**src/rtl/bcd2bin_seq.sv**
```systemverilog
// Sequential BCD-to-binary converter (reverse double-dabble): done arrives BIN_W+1 cycles after an accepted start.
// Optional BCD2BIN_DIGIT_CHECK_EN: operands with any digit > 9 finish in one cycle with err=1 and bin=0.
module bcd2bin_seq #(
    parameter int DIGITS = 3,
    parameter int BIN_W  = 10
) (
    input  logic                  clk,
    input  logic                  reset,
    input  logic                  start,
    input  logic [4*DIGITS-1:0]   bcd,
    output logic [BIN_W-1:0]      bin,
    output logic                  busy,
    output logic                  done,
    output logic                  err
);

    localparam int BCD_W = 4 * DIGITS;
    localparam int CNT_W = $clog2(BIN_W + 1);

    typedef enum logic [1:0] {
        IDLE  = 2'd0,
        SHIFT = 2'd1,
        DONE  = 2'd2
    } state_t;

    state_t                     r_state;
    state_t                     w_state_nxt;
    logic [BCD_W-1:0]           r_dig;
    logic [BIN_W-1:0]           r_sr;
    logic [CNT_W-1:0]           r_cnt;
    logic [BIN_W-1:0]           r_bin;
    logic [BCD_W+BIN_W-1:0]     w_shifted;
    logic [BCD_W-1:0]           w_dig_sh;
    logic [BCD_W-1:0]           w_dig_adj;
    logic                       w_accept;
    logic                       w_last;
    logic                       w_bad_digit;

`ifdef BCD2BIN_DIGIT_CHECK_EN
    logic r_err;

    always_comb begin
        w_bad_digit = 1'b0;
        for (int k = 0; k < DIGITS; k++) begin
            if (bcd[4*k +: 4] > 4'd9) begin
                w_bad_digit = 1'b1;
            end
        end
    end

    always_ff @(posedge clk) begin
        if (reset) begin
            r_err <= 1'b0;
        end else if (w_accept && w_bad_digit) begin
            r_err <= 1'b1;
        end else if (r_state == SHIFT && w_last) begin
            r_err <= 1'b0;
        end
    end

    assign err = r_err;
`else
    assign w_bad_digit = 1'b0;
    assign err         = 1'b0;
`endif

    // One reverse double-dabble step: shift right, then pull every digit >= 8 back by 3.
    assign w_shifted = {r_dig, r_sr} >> 1;
    assign w_dig_sh  = w_shifted[BCD_W+BIN_W-1 -: BCD_W];

    always_comb begin
        w_dig_adj = w_dig_sh;
        for (int k = 0; k < DIGITS; k++) begin
            if (w_dig_sh[4*k +: 4] >= 4'd8) begin
                w_dig_adj[4*k +: 4] = w_dig_sh[4*k +: 4] - 4'd3;
            end
        end
    end

    assign w_last = (r_cnt == CNT_W'(BIN_W - 1));

    always_comb begin
        w_state_nxt = r_state;
        w_accept    = 1'b0;
        case (r_state)
            IDLE, DONE: begin
                if (start) begin
                    w_accept    = 1'b1;
                    w_state_nxt = w_bad_digit ? DONE : SHIFT;
                end else begin
                    w_state_nxt = IDLE;
                end
            end
            SHIFT: begin
                if (w_last) begin
                    w_state_nxt = DONE;
                end
            end
            default: w_state_nxt = IDLE;
        endcase
    end

    always_ff @(posedge clk) begin
        if (reset) begin
            r_state <= IDLE;
            r_dig   <= '0;
            r_sr    <= '0;
            r_cnt   <= '0;
            r_bin   <= '0;
        end else begin
            r_state <= w_state_nxt;
            if (w_accept) begin
                r_dig <= bcd;
                r_sr  <= '0;
                r_cnt <= '0;
                if (w_bad_digit) begin
                    r_bin <= '0;
                end
            end else if (r_state == SHIFT) begin
                r_dig <= w_dig_adj;
                r_sr  <= w_shifted[BIN_W-1:0];
                r_cnt <= r_cnt + 1'b1;
                if (w_last) begin
                    r_bin <= w_shifted[BIN_W-1:0];
                end
            end
        end
    end

    assign bin  = r_bin;
    assign busy = (r_state == SHIFT);
    assign done = (r_state == DONE);

endmodule

```
**config.mk**
```make
export PLATFORM = sky130hd
export DESIGN_NAME = bcd2bin_seq
export DESIGN_NICKNAME = d
export VERILOG_FILES = /design/src/rtl/bcd2bin_seq.sv
export SDC_FILE = /design/constraint.sdc
export NUM_CORES = 1
export LEC_CHECK = 0
export BUFFER_PORTS_ARGS = -buffer_cell sky130_fd_sc_hd__buf_4
export CORE_ASPECT_RATIO = 1.2
export CORE_MARGIN = 2
export CORE_UTILIZATION = 25
export DETAILED_ROUTE_END_ITERATION = 10
export GPL_TIMING_DRIVEN = 0
export PLACE_DENSITY = 0.43
export SKIP_LAST_GASP = 1
export SYNTH_ARGS = -nofsm -noshare
export SYNTH_HDL_FRONTEND = slang
export SYNTH_SLANG_ARGS = --single-unit
```
**constraint.sdc**
```tcl
create_clock -name clk -period 2.41 [get_ports clk]
set_input_delay 0.482 -clock clk [delete_from_list [all_inputs] [get_ports clk]]
set_output_delay 0.482 -clock clk [all_outputs]
set_load 0.05 [all_outputs]
```
==> metrics.md <==
| Metric | Value |
|---|---|
| EDFF count, synth | 0 |
| Clock Tree Root | clkbuf_8 |
| I/O pin count | 28 |
| CTS Hold Buffers Added | 0 |
| Final setup fails | 0 |
| Min Clock Period, post-route | 1.97 ns |
| Die Span X | between 70 and 80 um |
| Hold Vio Cnt, Final | 0 |
| Setup Skew | around 0.0061 ns |
| Fmax | around 0.51 GHz |
| First-pass DRT Iterations | 4 |
| Post-Place Cell Area | about 0.002 sq mm |
| H-tree Lvls | 2 |
| Initial DRC count | 39 |
| Synthesized area | 0.00173 sq mm |
| Lkg Pwr | ~0.84 nW |
| Synth warn | 0 |
| Post-CTS setup buffers | 0 |
| Starting Density | between 20 and 30% |
| Layout cells sized above 1 | roughly 22% |
| Avg Cell Area, Syn | just under 9 sq um |
| Setup TNS | 0 ns |
| Status | complete, no violations |
| CTS tree | yes |
| Number of distinct library cells after synthesis | 33 |
| Critical path class | reg2out |
| Most common cell after layout, fill and taps aside | nand2_1 |
| Core area | between 0.006 and 0.007 sq mm |
| Clock Latency Late Sink | 0.29 ns |
| Port bufs | 26 |
| Max_slew headroom | between 60% and 70% |
| Post-synthesis sequential area ratio | between 40% and 50% |
| Post-CTS resize count | 0 |
| Buf/Inv on CP | 4 |
| DP HPWL | between 2000 and 3000 um |
| CP Data Required Time | 1.93 ns |
| DRT Wirelength | approximately 3900 um |
| First-pass GRT wire length | between 6000 and 7000 um |
| Peak VDD IR | around 290 uV |
| RSZ-0062 raised after global routing | false |
| Nets | between 200 and 250 |
| Number of cells produced by synthesis | approximately 190 |
| PD cells | between 600 and 700 mW/mm^2 |
| DRC Markers | 0 |
| CTS sink cnt | 37 |
| Startpoint Class | flop |
| Tightest Pin Transition | between 0.5 and 0.6 ns |
| Largest net degree at the start of global routing | 12 |
| Slowest-stage cell, CP | dfxtp_1 |
| Fill cells | 750 |
| CTS Buf Count | 5 |
| Global route overflow | 0 |
| Syn Nets | 215 |
| CTS Buffer Depth | 2 |
| Diode count | 0 |
| Vias per cell | 4.38 |
| Final ANT Viol Nets | 0 |
| Synth async-reset ratio | 0% |
| Most used DFF post-synth | dfxtp_1 |
| Most used cell, CP | buf_4 |
| Final core occ | between 30% and 40% |
| Chip Height | approximately 95 um |
| Gpl congestion | between 0.7 and 0.8 |
| Crit-path max FO | 10 |
| Syn-to-layout area delta | 24.3% |
| Clock slew at reported path FFs | about 0.08 ns |
| Crit-path cells | nand2b_4, buf_6, inv_2, buf_4, buf_4 |
| Vias in the first global route | about 1400 |
| Crit. End Element | output port |
| Initial antenna violation count | 0 |
| Vias | about 1400 |
| Hold crit path type | in2reg |
| Num rows | 33 |
| Worst stage delay on the critical path | around 0.37 ns |
| CP arrival | roughly 1.5 ns |
| Post-route cell area | roughly 0.0021 sq mm |
| Top delay family on crit path | buffers and inverters |
| Wire per inst | 12.5 um |
| Max-capacitance violation count | 0 |
| Aggregate global-route resource usage | 11.4% |
| Die Footprint | 0.00759 sq mm |
| Synthesis-stage register bit count | 37 |
| Commonest cells after routing, fill and taps aside | nand2_1, dfxtp_1, buf_4 |
| Slew Limit Fails | 0 |
| Crit share post-route | between 80% and 90% |
==> final timing paths <==
kind | slack [ns] | depth (start not counted) | from | to
worst max-delay path | 0.44 | 5 | r_state[1] | busy
worst min-delay path | 0.38 | 2 | reset | r_dig[9]
worst max register to register | 1.01 | 4 | r_cnt[0] | bin[9]
worst min register to register | 0.46 | 2 | r_sr[1] | r_sr[1]
==> per-layer routing <==
metal / global-route usage (%) / wire length (um) / up-vias
li1: - / - / 715
met1: 14.0 / 1840 / 630
met2: 19.4 / 1880 / 28
met3: 2.65 / 161 / 8
met4: 4.24 / 59 / 0
met5: 0 / 0 / -
==> final cells by class <==
type	count	area, sq um	share of cell area, %
plain buffers	13	100	4.66
clock buffers	7	86.3	4.02
clock inverters	1	30.0	1.40
inverters	7	26.3	1.22
multi-input cells	137	860	40.0
flip-flops and latches	37	741	34.5
well taps	87	109	5.07
repair buffers	26	195	9.09
==> Yosys cell counts, types with 3 or more instances <==
library cell | n | area [sq um]
ha_1 | 6 | 75.1
xor2_1 | 3 | 26.3
a21oi_1 | 21 | 105
dfxtp_1 | 37 | 741
xnor2_1 | 3 | 26.3
nand3_1 | 15 | 75.1
nor2b_1 | 4 | 25.0
nor2_1 | 4 | 15.0
buf_4 | 3 | 22.5
nand2_1 | 40 | 150
mux2i_1 | 13 | 130
inv_1 | 5 | 18.8
clkbuf_1 | 3 | 11.3
a22oi_1 | 7 | 52.6
buf_6 | 5 | 56.3
==> power breakdown <==
group	internal (mW)	leakage, nW	switching [mW]
Sequential	0.630	0.300	0.0214
Clock	0.338	0.0585	0.230
Combinational	0.0753	0.477	0.0943
==> sequential cells by signal, summed over array words and instances, names as in the netlist <==
register,cells
r_dig,12
r_cnt,4
r_sr,9
bin,10
r_state,2
==> metrics by stage <==
step                hold slack [ns]  std cells  power [mW]  worst slack [ns]
floorplan                     0.434        194       0.781             0.774
global placement              0.446        307       0.839             0.750
detailed placement            0.448        307       0.840             0.750
CTS                           0.374        315        1.41             0.419
global route                  0.390        315        1.45             0.365
finish                        0.383        315        1.39             0.438
==> logic make-up after synthesis <==
| logic type | after synthesis | share of synthesized area [%] |
|---|---|---|
| AOI/OAI and AO/OA | 37 | 13.1 |
| xor gates and xnor gates | 6 | 3.04 |
| adders and majority gates | 6 | 4.35 |
| buffers and inverters | 20 | 7.32 |
| DFF | 37 | 42.9 |
| muxes | 15 | 8.84 |
| other | 1 | 0.217 |
| and+or+nand+nor | 72 | 20.2 |
==> worst register-to-register path, stage by stage (launching register included) <==
cell	delay [ns]
dfxtp_1	0.41
ha_1	0.17
nand3b_1	0.22
nor2_8	0.31
mux2i_1	0.22
Power figures use the tool's default switching activity.
